[config.mk]
export PLATFORM = sky130hd
export DESIGN_NAME = pwm_capture_apb_flat
export DESIGN_NICKNAME = d
export VERILOG_FILES = /design/src/rtl/pwm_cap_pkg.sv /design/src/rtl/pwm_capture_apb_if.sv /design/src/rtl/sync_edge_det.sv /design/src/rtl/pwm_capture_apb.sv /design/src/flat_wrapper.sv
export SDC_FILE = /design/constraint.sdc
export NUM_CORES = 1
export LEC_CHECK = 0
export BUFFER_PORTS_ARGS = -buffer_cell sky130_fd_sc_hd__buf_2
export CAP_MARGIN = 5
export CORE_MARGIN = 5
export CORE_UTILIZATION = 61
export DETAILED_ROUTE_END_ITERATION = 12
export PLACE_DENSITY = 0.92
export SLEW_MARGIN = 20
export SYNTH_ARGS = -nofsm -noshare
export SYNTH_HDL_FRONTEND = slang
export SYNTH_SLANG_ARGS = --single-unit
[constraint.sdc]
create_clock -name pclk -period 7.6 [get_ports pclk]
set_clock_uncertainty 0.2 [all_clocks]
set_input_delay 1.9 -clock pclk [delete_from_list [all_inputs] [get_ports pclk]]
set_output_delay 1.9 -clock pclk [all_outputs]
set_load 0.02 [all_outputs]
[src/rtl/pwm_cap_pkg.sv]
// Shared register map, STATUS bit positions and FSM state type for the PWM capture peripheral.
package pwm_cap_pkg;

  localparam logic [9:0] ADDR_CTRL   = 10'd0;
  localparam logic [9:0] ADDR_PERIOD = 10'd1;
  localparam logic [9:0] ADDR_HIGH   = 10'd2;
  localparam logic [9:0] ADDR_STATUS = 10'd3;

  localparam int CTRL_EN     = 0;
  localparam int CTRL_IRQ_EN = 1;

  localparam int STAT_VALID = 0;
  localparam int STAT_OVF   = 1;
  localparam int STAT_BUSY  = 2;

  typedef enum logic [1:0] {
    IDLE    = 2'd0,
    ARM     = 2'd1,
    MEASURE = 2'd2
  } cap_state_t;

endpackage

[src/rtl/pwm_capture_apb_if.sv]
// APB segment (10-bit word address, 16-bit data) between a bus master and the PWM capture slave.
interface pwm_capture_apb_if;

  logic [9:0]  paddr;
  logic        psel;
  logic        penable;
  logic        pwrite;
  logic [15:0] pwdata;
  logic [15:0] prdata;
  logic        pready;

  modport master (
    output paddr, psel, penable, pwrite, pwdata,
    input  prdata, pready
  );

  modport slave (
    input  paddr, psel, penable, pwrite, pwdata,
    output prdata, pready
  );

endinterface

[src/rtl/sync_edge_det.sv]
// Synchronizes an asynchronous input through SYNC_STAGES flops and flags its rising/falling edges.
// rise/fall are single-cycle pulses derived from the synchronized level and one history register.
module sync_edge_det #(
  parameter int SYNC_STAGES = 2
) (
  input  logic clk,
  input  logic rst_n,
  input  logic din,
  output logic in_sync,
  output logic rise,
  output logic fall
);

  logic [SYNC_STAGES-1:0] sync_reg;
  logic                   prev_reg;

  always_ff @(posedge clk or negedge rst_n) begin
    if (!rst_n) begin
      sync_reg <= '0;
      prev_reg <= 1'b0;
    end else begin
      sync_reg <= {sync_reg[SYNC_STAGES-2:0], din};
      prev_reg <= sync_reg[SYNC_STAGES-1];
    end
  end

  assign in_sync = sync_reg[SYNC_STAGES-1];
  assign rise    = in_sync & ~prev_reg;
  assign fall    = ~in_sync & prev_reg;

endmodule

[src/rtl/pwm_capture_apb.sv]
// APB peripheral measuring period and high time of an external PWM signal in pclk cycles.
// Optional capture interrupt and CTRL.irq_en bit are built only when PWMCAP_IRQ_EN is defined.
module pwm_capture_apb
  import pwm_cap_pkg::*;
#(
  parameter int SYNC_STAGES = 2,
  parameter int CNT_W       = 16
) (
  input  logic                pclk,
  input  logic                preset,
  pwm_capture_apb_if.slave    apb,
  input  logic                pwm_in,
  output logic                irq
);

  localparam logic [CNT_W-1:0] CNT_ONE = CNT_W'(1);
  localparam logic [CNT_W-1:0] CNT_MAX = '1;

  logic             in_sync;
  logic             rise;
  logic             fall;
  logic             wr_en;
  logic             rd_en;
  logic             ctrl_wr;
  logic             stat_wr;
  logic             enable_reg;
  logic             enable_next;
  logic             capture;
  logic             overflow;
  cap_state_t       state_reg;
  logic [CNT_W-1:0] cnt_reg;
  logic [CNT_W-1:0] hi_tmp_reg;
  logic [CNT_W-1:0] period_reg;
  logic [CNT_W-1:0] high_reg;
  logic             valid_reg;
  logic             ovf_reg;
  logic [15:0]      rdata;

  sync_edge_det #(
    .SYNC_STAGES (SYNC_STAGES)
  ) u_sync_edge_det (
    .clk     (pclk),
    .rst_n   (preset),
    .din     (pwm_in),
    .in_sync (in_sync),
    .rise    (rise),
    .fall    (fall)
  );

  assign wr_en   = apb.psel & apb.penable & apb.pwrite;
  assign rd_en   = apb.psel & apb.penable & ~apb.pwrite;
  assign ctrl_wr = wr_en && (apb.paddr == ADDR_CTRL);
  assign stat_wr = wr_en && (apb.paddr == ADDR_STATUS);

  // The FSM looks at the enable value being written this cycle so a disable beats a same-cycle edge.
  assign enable_next = ctrl_wr ? apb.pwdata[CTRL_EN] : enable_reg;
  assign capture     = (state_reg == MEASURE) && enable_next && rise;
  assign overflow    = (state_reg == MEASURE) && enable_next && !rise && (cnt_reg == CNT_MAX);

  always_ff @(posedge pclk or negedge preset) begin
    if (!preset) begin
      enable_reg <= 1'b0;
      state_reg  <= IDLE;
      cnt_reg    <= '0;
      hi_tmp_reg <= '0;
      period_reg <= '0;
      high_reg   <= '0;
      valid_reg  <= 1'b0;
      ovf_reg    <= 1'b0;
    end else begin
      enable_reg <= enable_next;
      // Hardware set takes priority over a same-cycle write-one-to-clear.
      valid_reg  <= capture  | (valid_reg & ~(stat_wr & apb.pwdata[STAT_VALID]));
      ovf_reg    <= overflow | (ovf_reg   & ~(stat_wr & apb.pwdata[STAT_OVF]));
      if (!enable_next) begin
        state_reg  <= IDLE;
        cnt_reg    <= '0;
        hi_tmp_reg <= '0;
      end else begin
        case (state_reg)
          IDLE: begin
            cnt_reg   <= '0;
            state_reg <= ARM;
          end
          ARM: begin
            if (rise) begin
              cnt_reg   <= CNT_ONE;
              state_reg <= MEASURE;
            end
          end
          MEASURE: begin
            if (rise) begin
              period_reg <= cnt_reg;
              high_reg   <= hi_tmp_reg;
              cnt_reg    <= CNT_ONE;
            end else if (cnt_reg == CNT_MAX) begin
              cnt_reg   <= '0;
              state_reg <= ARM;
            end else begin
              cnt_reg <= cnt_reg + CNT_ONE;
              if (fall) begin
                hi_tmp_reg <= cnt_reg;
              end
            end
          end
          default: state_reg <= IDLE;
        endcase
      end
    end
  end

`ifdef PWMCAP_IRQ_EN
  logic irq_en_reg;
  logic irq_reg;

  always_ff @(posedge pclk or negedge preset) begin
    if (!preset) begin
      irq_en_reg <= 1'b0;
      irq_reg    <= 1'b0;
    end else begin
      if (ctrl_wr) begin
        irq_en_reg <= apb.pwdata[CTRL_IRQ_EN];
      end
      irq_reg <= (valid_reg | ovf_reg) & irq_en_reg;
    end
  end

  assign irq = irq_reg;
`else
  assign irq = 1'b0;
`endif

  always_comb begin
    rdata = '0;
    if (rd_en) begin
      case (apb.paddr)
        ADDR_CTRL: begin
          rdata[CTRL_EN] = enable_reg;
`ifdef PWMCAP_IRQ_EN
          rdata[CTRL_IRQ_EN] = irq_en_reg;
`endif
        end
        ADDR_PERIOD: rdata[CNT_W-1:0] = period_reg;
        ADDR_HIGH:   rdata[CNT_W-1:0] = high_reg;
        ADDR_STATUS: begin
          rdata[STAT_VALID] = valid_reg;
          rdata[STAT_OVF]   = ovf_reg;
          rdata[STAT_BUSY]  = (state_reg == MEASURE);
        end
        default: rdata = '0;
      endcase
    end
  end

  assign apb.prdata = rdata;
  assign apb.pready = 1'b1;

  logic unused_ok;
  assign unused_ok = &{1'b0, apb.pwdata, in_sync};

endmodule

[src/flat_wrapper.sv]
// flat-port wrapper written by rule: the top's interface ports become plain ports
module pwm_capture_apb_flat import pwm_cap_pkg::*;
#(
  parameter int SYNC_STAGES = 2,
  parameter int CNT_W       = 16
)
  (pclk, preset, pwm_in, irq, apb_paddr, apb_psel, apb_penable, apb_pwrite, apb_pwdata, apb_prdata, apb_pready);
  pwm_capture_apb_if apb_i ();
  input  logic pclk;
  input  logic preset;
  input  logic pwm_in;
  output logic irq;
  input wire logic [$bits(apb_i.paddr)-1:0] apb_paddr;
  input wire logic [$bits(apb_i.psel)-1:0] apb_psel;
  input wire logic [$bits(apb_i.penable)-1:0] apb_penable;
  input wire logic [$bits(apb_i.pwrite)-1:0] apb_pwrite;
  input wire logic [$bits(apb_i.pwdata)-1:0] apb_pwdata;
  output wire logic [$bits(apb_i.prdata)-1:0] apb_prdata;
  output wire logic [$bits(apb_i.pready)-1:0] apb_pready;
  assign apb_i.paddr = apb_paddr;
  assign apb_i.psel = apb_psel;
  assign apb_i.penable = apb_penable;
  assign apb_i.pwrite = apb_pwrite;
  assign apb_i.pwdata = apb_pwdata;
  assign apb_prdata = apb_i.prdata;
  assign apb_pready = apb_i.pready;
  pwm_capture_apb #(.SYNC_STAGES(SYNC_STAGES), .CNT_W(CNT_W)) u_core (.pclk(pclk), .preset(preset), .apb(apb_i), .pwm_in(pwm_in), .irq(irq));
endmodule
==> results.md, run 1 <==
* Outcome: complete, no violations
* Rows at 27
* Post-synthesis sequential area ratio at 0.512
* RD Place Congestion at approximately 0.81
* Vias in the first global route at 2506
* GR Util All Layers at 0.207
* Largest net degree at the start of global routing at 73
* Crit. End Element: primary output
* CTS Root Cell: clkbuf_8
* Fin crit period at 5.81 ns
* Crit path required time at between 5 and 6 ns
* Total wire length at 6980 um
* Slew of the pin with the lowest slew margin at just under 0.9 ns
* CTS-repair resized insts at 0
* CP Class: input port to primary output
* Syn nets at 352
* Commonest non-fill, non-tap cell in the layout: dfrtp_1
* Die Wd at 85.9 um
* Synth Instances at 315
* Crit-path most repeated cell: buf_2
* Area grow syn2layout at 10.1%
* RSZ-0062 raised after global routing: no
* DIE HEIGHT at 85.9 um
* Final Cycle Share at 0.764
* Most frequent cells in the layout: 72 x dfrtp_1, 43 x nor2_1, 33 x buf_2, 30 x mux2_1, 19 x mux2i_1
* Core area at 5540 sq um
* Vias per cell at 5.84
* Number of I/O port buffers at 33
* Post-synth ARST share at 1.00
* Met3 Use GR at 0.0394
* Fin cells at roughly 420
* I/O pin count at 50
* Total negative setup slack at 0 ns
* Mean Syn Cell Area at 11.2 sq um
* Final Hold Fails at 0
* Crit-path max FO at 14
* Seq cells post-synth at 72
* First-pass GRT wire length at between 10000 and 15000 um
* Leakage power at 1.93 nW
* Yosys top cell area share at 0.512
* Slowest CP cell: and3b_1
* GRT Max-Usage Layer: met2
* Clock-pin slew on the worst setup and hold paths at around 0.070 ns
* Crit path max-delay family: simple AND/OR/NAND/NOR gates
* Global Route met1 Usage at 0.267
* Cell area power density at 180 nW/um^2
* CP Launch Type: input port
* CTS Hold Buffers Added at 0
* Initial antenna violation count at 0
* Initial Util at 0.635
* Max Clock Freq at around 170 MHz
* CTS tree: done
* Peak supply drop at between 0.00015 and 0.0002 V
* WL/cell at 16.5 um
* MaxCap Viol Count at 0
* Ranking of synthesized cells by area: dfrtp_1 51%, mux2_1 9.6%, mux2i_1 5.4%, nor2_1 4.6%, a22oi_1 3.2%
* Final net count at 382
* Placed cell count at roughly 410
* Post-CTS setup buffers at 0
* Fillers at 385
* H-tree depth at 3
* Vias at 2464
* Hold_ws at 0.157 ns
* Sequential cell area at 1800 sq um
* Iter 0 DRT Violations at 204
* EDFF count, synth at 0
* Arrival @ worst endpoint at 3.71 ns
* Clock Tree Buf Depth at 2
* Global-route met2 utilization at 0.339
* Share of layout cells above drive strength 1 at 0.194
* Worst path cell trace: buf_2 > nor4_2 > and2_1 > and3b_1 > a22oi_1 > nor2_1 > buf_2
* Relative slew slack at 0.415
* Drt pass-1 iters at 4
* CTS buffer count at 9
* DRC violations left at 0
* DP HPWL at between 4000 and 5000 um
* Antenna Nets Post-Route at 0
* # diodes at 0
* Crit path buf inv count at 2
* DIE AREA at 7380 sq um
* Slowest stage delay, CP at around 0.59 ns
* Mapped cell area at 3520 sq um
* Multi-input logic area at 1550 sq um
* Library cells used by synthesis at between 40 and 50
* Max-slew violations at 0
* Clk_lat worst skew at 0.34 ns
* Endpoints failing setup at 0
* Ys Warns at 0
* Clock sinks at between 70 and 80
* Global route total overflow at 0
* Worst hold path class: flip-flop to flip-flop
* Prevailing post-synth register cell: dfrtp_1
* Yosys top cell by area: dfrtp_1
power breakdown:
part           total [mW]  internal, mW  switching, mW
clock               0.295         0.160          0.135
sequential          0.384         0.384       0.000559
combinational      0.0190       0.00524         0.0138
total               0.699         0.549          0.150
synthesized netlist by cell type (3+ instances only):
| library cell | n |
|---|---|
| xor2_1 | 6 |
| and2_1 | 4 |
| nor2_1 | 43 |
| ha_1 | 5 |
| nand2_1 | 13 |
| and3_1 | 6 |
| inv_1 | 8 |
| dfrtp_1 | 72 |
| buf_2 | 7 |
| mux2_2 | 5 |
| nand4_1 | 5 |
| buf_4 | 6 |
| a21oi_1 | 10 |
| nand3_1 | 8 |
| or3_1 | 7 |
| a22oi_1 | 15 |
| o21ai_0 | 11 |
| mux2i_1 | 19 |
| nand4_2 | 3 |
| mux2_1 | 30 |
layer usage:
layer,routed length [um],share of wire
met4,137,0.020
met1,3030,0.43
met2,3540,0.51
met3,269,0.039
met5,0,0
through the flow:
| stage | worst slack [ns] | utilization | power [mW] | area (sq um) |
|---|---|---|---|---|
| 2_1_floorplan | 2.23 | - | 0.399 | 3520 |
| 3_3_place_gp | 1.86 | 0.664 | 0.411 | 3680 |
| 3_5_place_dp | 1.82 | 0.664 | 0.411 | 3680 |
| 4_1_cts | 1.78 | 0.699 | 0.705 | 3870 |
| 5_1_grt | 1.66 | 0.699 | 0.725 | 3870 |
| 6_report | 1.79 | 0.699 | 0.699 | 3870 |
layout make-up:
class                   instances  area share
multi-input cells             216       0.401
clock buffers                  11      0.0365
well taps                      72      0.0233
repair buffers                 38      0.0523
flip-flops and latches         72       0.465
clock inverters                 5      0.0145
inverters                       8     0.00775
path summary, 6_finish.rpt:
| path | from | endpoint | slack (ns) | cells after the start |
|---|---|---|---|---|
| min in group asynchronous | preset | u_core.period_reg[14]$_DFFE_PN0P_ | 1.55 | 2 |
| hold reg to reg | u_core.u_sync_edge_det.sync_reg[0]$_DFF_PN0_ | u_core.u_sync_edge_det.sync_reg[1]$_DFF_PN0_ | 0.16 | 0 |
| setup reg to reg | u_core.state_reg[0]$_DFFE_PN0P_ | u_core.period_reg[0]$_DFFE_PN0P_ | 4.79 | 6 |
| hold / removal | u_core.u_sync_edge_det.sync_reg[0]$_DFF_PN0_ | u_core.u_sync_edge_det.sync_reg[1]$_DFF_PN0_ | 0.16 | 0 |
| setup / recovery | apb_paddr[7] | apb_prdata[7] | 1.79 | 7 |
| max in group asynchronous | preset | u_core.period_reg[0]$_DFFE_PN0P_ | 5.07 | 2 |
cell families after synthesis:
logic type               synth area share
AND/OR/NAND/NOR                     0.162
flip-flops                          0.512
buffers and inverters              0.0466
AO/OA/AOI/OAI                      0.0754
multiplexers                        0.166
XOR/XNOR                           0.0174
adder cells (fa/ha/maj)            0.0178
other                             0.00214
Power figures use the tool's default switching activity.
==> run 2, diff against run 1 <==
CORE_UTILIZATION = 57   (was 61)
PLACE_DENSITY = 0.87   (was 0.92)
clock period = 5.4 ns   (was 7.6 ns; I/O delays follow)
==> run 2 against run 1 <==
Hold slack gained 0.0035 ns. Clock power grew 88%. First-iteration DRC count shrank 30%. Sequential share of layout area shrank 0.87 points. Utilization shrank 3.6 points. Critical endpoint unchanged. Global-route usage shrank 0.53 points. Clock-buffer cell count is the same. Critical path depth is the same. Cell count grew 0.95%. Total power grew 61%. Design area grew 1.9%.
==> results.md, run 2 (synthesis gave the netlist of run 1 again) <==
* GR Util All Layers at 0.202 (-0.00525)
* # diodes at 0 (unchanged)
* Final Cycle Share at 0.876
* CTS Hold Buffers Added at 0 (unchanged)
* Arrival @ worst endpoint at 3.18 ns (-0.53 ns)
* DIE AREA at 7840 sq um (+6.2%)
* RD Place Congestion at 0.819 (+0.54%)
* Fin area at 3950 sq um (+1.9%)
* Total power at 1.12 mW (+61%)
* Iter 0 DRT Violations at 143 (-30%)
* Max Clock Freq at approximately 210 MHz
* Global route total overflow at 0 (unchanged)
* Crit-path most repeated cell: buf_2
* Drt pass-1 iters at 4 (unchanged)
* Largest net degree at the start of global routing at 40 (-45%)
* Crit-path max FO at 14 (unchanged)
* Core area at 5960 sq um (+7.5%)
* DRC violations left at 0 (unchanged)
* Vias per cell at 5.78 (-1.1%)
* Most frequent cells in the layout: 72 x dfrtp_1, 43 x nor2_1, 33 x buf_2, 30 x mux2_1, 19 x mux2i_1
* Total negative setup slack at 0 ns (unchanged)
* Crit. End Element: primary output
* Clock Tree Buf Depth at 2 (unchanged)
* Final Hold Fails at 0 (unchanged)
* Vias in the first global route at 2553 (+1.9%)
* Slowest stage delay, CP at 0.59 ns (about the same)
* Crit path buf inv count at 2 (unchanged)
* Max-slew violations at 0 (unchanged)
* Antenna Nets Post-Route at 0 (unchanged)
* Placed cell count at 410 (+0.99%)
* Fin cells at 426 (+0.95%)
* Initial Util at 0.591 (-0.0443)
* Slowest CP cell: and3b_1
* Sequential cell area at 1800 sq um (unchanged)
* Fillers at 449 (+17%)
* Fin crit period at 4.73 ns
* WL/cell at 16.8 um (+1.7%)
* Crit path max-delay family: simple AND/OR/NAND/NOR gates
* CTS tree: done
* Endpoints failing setup at 0 (unchanged)
* CP Launch Type: input port
* Rows at 28 (+3.7%)
* Share of layout cells above drive strength 1 at 0.194 (-0.000554)
* Hold_ws at 0.161 ns (+0.00355 ns)
* MaxCap Viol Count at 0 (unchanged)
* Final net count at 383 (+0.26%)
* Worst hold path class: flip-flop to flip-flop
* Relative slew slack at 0.486 (+0.0704)
* Clk_lat worst skew at 0.34 ns (about the same)
* Worst path cell trace: buf_2 > nor4_2 > and2_1 > and3b_1 > a22oi_1 > nor2_1 > buf_2
* Number of I/O port buffers at 33 (unchanged)
* CTS Root Cell: clkbuf_8
* Outcome: complete, no violations
* Initial antenna violation count at 0 (unchanged)
* Vias at 2461 (-0.12%)
* Die Wd at 88.6 um (+3.0%)
* Commonest non-fill, non-tap cell in the layout: dfrtp_1
* Total wire length at 7160 um (+2.7%)
* CTS buffer count at 9 (unchanged)
* DP HPWL at 4950 um (+5.3%)
* DIE HEIGHT at 88.6 um (+3.0%)
* I/O pin count at 50 (unchanged)
* CP Class: input port to primary output
* Post-CTS setup buffers at 0 (unchanged)
* First-pass GRT wire length at 12000 um (about the same)
* Clock-pin slew on the worst setup and hold paths at 0.07 ns (about the same)
* Multi-input logic area at 1550 sq um (unchanged)
* CTS-repair resized insts at 0 (unchanged)
* Peak supply drop at 0.000163 V (+3.1%)
* Slew of the pin with the lowest slew margin at 0.771 ns (-0.106 ns)
* Cell area power density at 285 nW/um^2 (+58%)
* Leakage power at 1.97 nW (+1.8%)
* Area grow syn2layout at 12.2%
* RSZ-0062 raised after global routing: no
* Clock sinks at 72 (unchanged)
* H-tree depth at 3 (unchanged)
* Post-DP Area at 3690 sq um (+0.31%)
* Crit path required time at 3.85 ns (-1.65 ns)
-- run 2: changes by cell type in the layout (fill, tap and decap cells not counted), sizes merged --
| cell | previous run | this run |
|---|---|---|
| clkinvlp | 1 | 0 |
| bufinv | 1 | 4 |
| clkinv | 3 | 1 |
| buf | 38 | 39 |
-- run 2: power breakdown --
part           switching (mW)  internal, mW
sequential           0.000764         0.540
combinational          0.0201       0.00738
clock                   0.201         0.355
-- run 2: final timing paths --
check | startpoint | to | slack (ns) | depth (start not counted)
max in group asynchronous | preset | u_core.cnt_reg[0]$_DFFE_PN0P_ | 3.13 | 2
min in group asynchronous | preset | u_core.hi_tmp_reg[14]$_DFFE_PN0P_ | 0.87 | 1
worst max-delay path | apb_paddr[7] | apb_prdata[7] | 0.67 | 7
worst max register to register | u_core.state_reg[0]$_DFFE_PN0P_ | u_core.cnt_reg[13]$_DFFE_PN0P_ | 2.61 | 8
worst min register to register | u_core.u_sync_edge_det.sync_reg[0]$_DFF_PN0_ | u_core.u_sync_edge_det.sync_reg[1]$_DFF_PN0_ | 0.16 | 0
worst min-delay path | u_core.u_sync_edge_det.sync_reg[0]$_DFF_PN0_ | u_core.u_sync_edge_det.sync_reg[1]$_DFF_PN0_ | 0.16 | 0
-- run 2: layer usage --
layer	wire length [um]	track usage
met1	2990	0.249
met2	3790	0.360
met3	292	0.0335
met4	93	0.0673
met5	0	0
-- run 2: area by class of cell --
type                       instances  share of cell area
multi-input combinational        216               0.393
clock inverter                     5              0.0326
timing repair buffer              39              0.0532
tap                               75              0.0238
sequential                        72               0.456
clock buffer                      11              0.0333
inverter                           8             0.00761
-- run 2: metrics by stage --
| stage | worst slack, ns | util |
|---|---|---|
| floorplan | 1.13 | - |
| global placement | 0.803 | 0.619 |
| detailed placement | 0.722 | 0.619 |
| CTS | 0.678 | 0.663 |
| global route | 0.547 | 0.663 |
| finish | 0.670 | 0.663 |
==> run 3, diff against run 2 <==
CORE_UTILIZATION = 61   (was 57)
PLACE_DENSITY = 0.92   (was 0.87)
clock period = 5.8 ns   (was 5.4 ns; I/O delays follow)
==> run 3 against run 2 <==
Utilization increased by 3.8 points. Sequential share of layout area increased by 0.76 points. Cell count decreased by 0.94%. Critical endpoint is now apb_prdata[6].
==> results.md, run 3 (synthesis gave the netlist of run 1 again) <==
* First-pass GRT wire length at 12300 um (+2.6%)
* Rows at 27 (-3.6%)
* Sequential cell area at 1800 sq um (unchanged)
* Clock-pin slew on the worst setup and hold paths at 0.07 ns (about the same)
* Max Clock Freq at 207 MHz
* DP HPWL at 4730 um (-4.3%)
* Share of layout cells above drive strength 1 at 0.197 (+0.00341)
* Leakage power at 1.94 nW (-1.6%)
* Crit path max-delay family: simple AND/OR/NAND/NOR gates
* Fin area at 3880 sq um (-1.6%)
* Slew of the pin with the lowest slew margin at 0.842 ns (+0.0706 ns)
* CP Class: input port to primary output
* Internal power at 0.721 mW (-20%)
* Post-CTS setup buffers at 0 (unchanged)
* Total wire length at 6830 um (-4.7%)
* Hold path depth at 0 (unchanged)
* Multi-input logic area at 1550 sq um (unchanged)
* Post-DP Area at 3680 sq um (-0.31%)
* Initial Util at 0.635 (+0.0443)
* Max-slew violations at 0 (unchanged)
* RSZ-0062 raised after global routing: no
* Crit. End Element: primary output
* MaxCap Viol Count at 0 (unchanged)
* Initial antenna violation count at 0 (unchanged)
* Arrival @ worst endpoint at 3.17 ns (about the same)
* Fillers at 381 (-15%)
* Drt pass-1 iters at 4 (unchanged)
* Crit path depth at 7 (unchanged)
* Antenna Nets Post-Route at 0 (unchanged)
* Placed cell count at 406 (-0.98%)
* Crit path buf inv count at 2 (unchanged)
* Clk_lat worst skew at 0.35 ns (about the same)
* Core area at 5540 sq um (-7.0%)
* Slowest CP cell: and3b_1
* R2r worst-path depth at 8 (unchanged)
* Crit path required time at 4.15 ns (+0.30 ns)
* Final Hold Fails at 0 (unchanged)
* Largest net degree at the start of global routing at 38 (-5.0%)
* CTS Hold Buffers Added at 0 (unchanged)
* Vias in the first global route at 2606 (+2.1%)
* Clock sinks at 72 (unchanged)
* CTS buffer count at 9 (unchanged)
* Cell area power density at 240 nW/um^2 (-16%)
* Final Cycle Share at 0.831
* Die Wd at 85.9 um (-3.0%)
* Number of I/O port buffers at 33 (unchanged)
* I/O pin count at 50 (unchanged)
* H-tree depth at 3 (unchanged)
* Clock share of power at 0.433 (-0.062)
* Final Util at 0.701 (+0.0380)
* Vias at 2428 (-1.3%)
* Crit-path most repeated cell: buf_2
* Crit-path max FO at 14 (unchanged)
* RD Place Congestion at 0.791 (-3.4%)
* CP Launch Type: input port
* Iter 0 DRT Violations at 138 (-3.5%)
* Commonest non-fill, non-tap cell in the layout: dfrtp_1
* Slowest stage delay, CP at 0.57 ns (-0.02 ns)
* Final net count at 382 (-0.26%)
* Fin crit period at approximately 4.8 ns
* DIE AREA at 7380 sq um (-5.8%)
* Sw Ratio at 0.226 (+0.0293)
* Logic gate share of total power at 0.027 (+0.003)
* Clock Tree Buf Depth at 2 (unchanged)
* Total negative setup slack at 0 ns (unchanged)
* CTS tree: done
* Peak supply drop at 0.000191 V (+17%)
* Vias per cell at 5.75 (-0.41%)
* DIE HEIGHT at 85.9 um (-3.0%)
* Net load switching power at 0.211 mW (-4.7%)
* Most frequent cells in the layout: 72 x dfrtp_1, 43 x nor2_1, 33 x buf_2, 30 x mux2_1, 19 x mux2i_1
* Worst path cell trace: buf_2 > nor4_2 > and2_1 > and3b_1 > a22oi_1 > nor2_1 > buf_2
* Worst hold path class: flip-flop to flip-flop
* Fin cells at 422 (-0.94%)
* Area grow syn2layout at 10.4%
* GR Util All Layers at 0.213 (+0.0115)
* Relative slew slack at 0.438 (-0.0477)
* CTS Root Cell: clkbuf_8
* Global route total overflow at 0 (unchanged)
* Part of the power in registers at 0.540 (+0.059)
* WL/cell at 16.2 um (-3.7%)
* DRC violations left at 0 (unchanged)
* # diodes at 0 (unchanged)
* Outcome: complete, no violations
* Endpoints failing setup at 0 (unchanged)
* CTS-repair resized insts at 0 (unchanged)
[run 3: cell count changes in the layout (fill, tap and decap cells not counted), sizes merged]
cell / change
buf: -1
bufinv: -3
clkbuf: -1
clkinvlp: +1
clkinv: +3
[run 3: final timing paths]
path	start	to	slack, ns
max	apb_paddr[7]	apb_prdata[6]	0.98
min	u_core.u_sync_edge_det.sync_reg[0]$_DFF_PN0_	u_core.u_sync_edge_det.sync_reg[1]$_DFF_PN0_	0.15
max reg2reg	u_core.state_reg[0]$_DFFE_PN0P_	u_core.cnt_reg[13]$_DFFE_PN0P_	3.01
min reg2reg	u_core.u_sync_edge_det.sync_reg[0]$_DFF_PN0_	u_core.u_sync_edge_det.sync_reg[1]$_DFF_PN0_	0.15
max in group asynchronous	preset	u_core.high_reg[6]$_DFFE_PN0P_	3.46
min in group asynchronous	preset	u_core.period_reg[13]$_DFFE_PN0P_	0.98
[run 3: final cells by class]
cell class,count,share of cell area
flip-flops and latches,72,0.464
multi-input cells,216,0.400
repair buffers,38,0.0522
clock buffers,10,0.0354
well taps,72,0.0232
clock inverters,6,0.0177
inverters,8,0.00773
[run 3: worst reg2reg max path, cell delays in order (launching register included)]
cell	delay, ns
dfrtp_1	0.41
inv_1	0.11
ha_1	0.36
nor3_1	0.09
a21oi_1	0.26
nand3b_1	0.42
nand4_2	0.28
or3_1	0.42
a21oi_1	0.17
[run 3: power by group through the flow]
stage	Sequential, mW	Clock [mW]	Combinational [mW]
after floorplan	0.513	0	0.00897
after global placement	0.513	0	0.0253
after detailed placement	0.513	0	0.0260
after global routing	0.503	0.435	0.0295
final	0.503	0.404	0.0252
after CTS	0.503	0.409	0.0260
[run 3: through the flow]
stage	hold slack (ns)	worst slack (ns)	power (mW)
6_report	0.151	0.980	0.932
5_1_grt	0.157	0.809	0.968
4_1_cts	0.152	0.927	0.939
3_5_place_dp	0.135	0.949	0.539
3_3_place_gp	0.133	0.962	0.539
2_1_floorplan	0.131	1.33	0.522
[run 3: metal layers]
layer	track usage	part of all wire	vias to the layer above
met3	0.0403	0.032	7
met2	0.350	0.52	48
met4	0.0993	0.016	0
met1	0.273	0.44	1210
li1	-	-	1163
met5	0	0	-
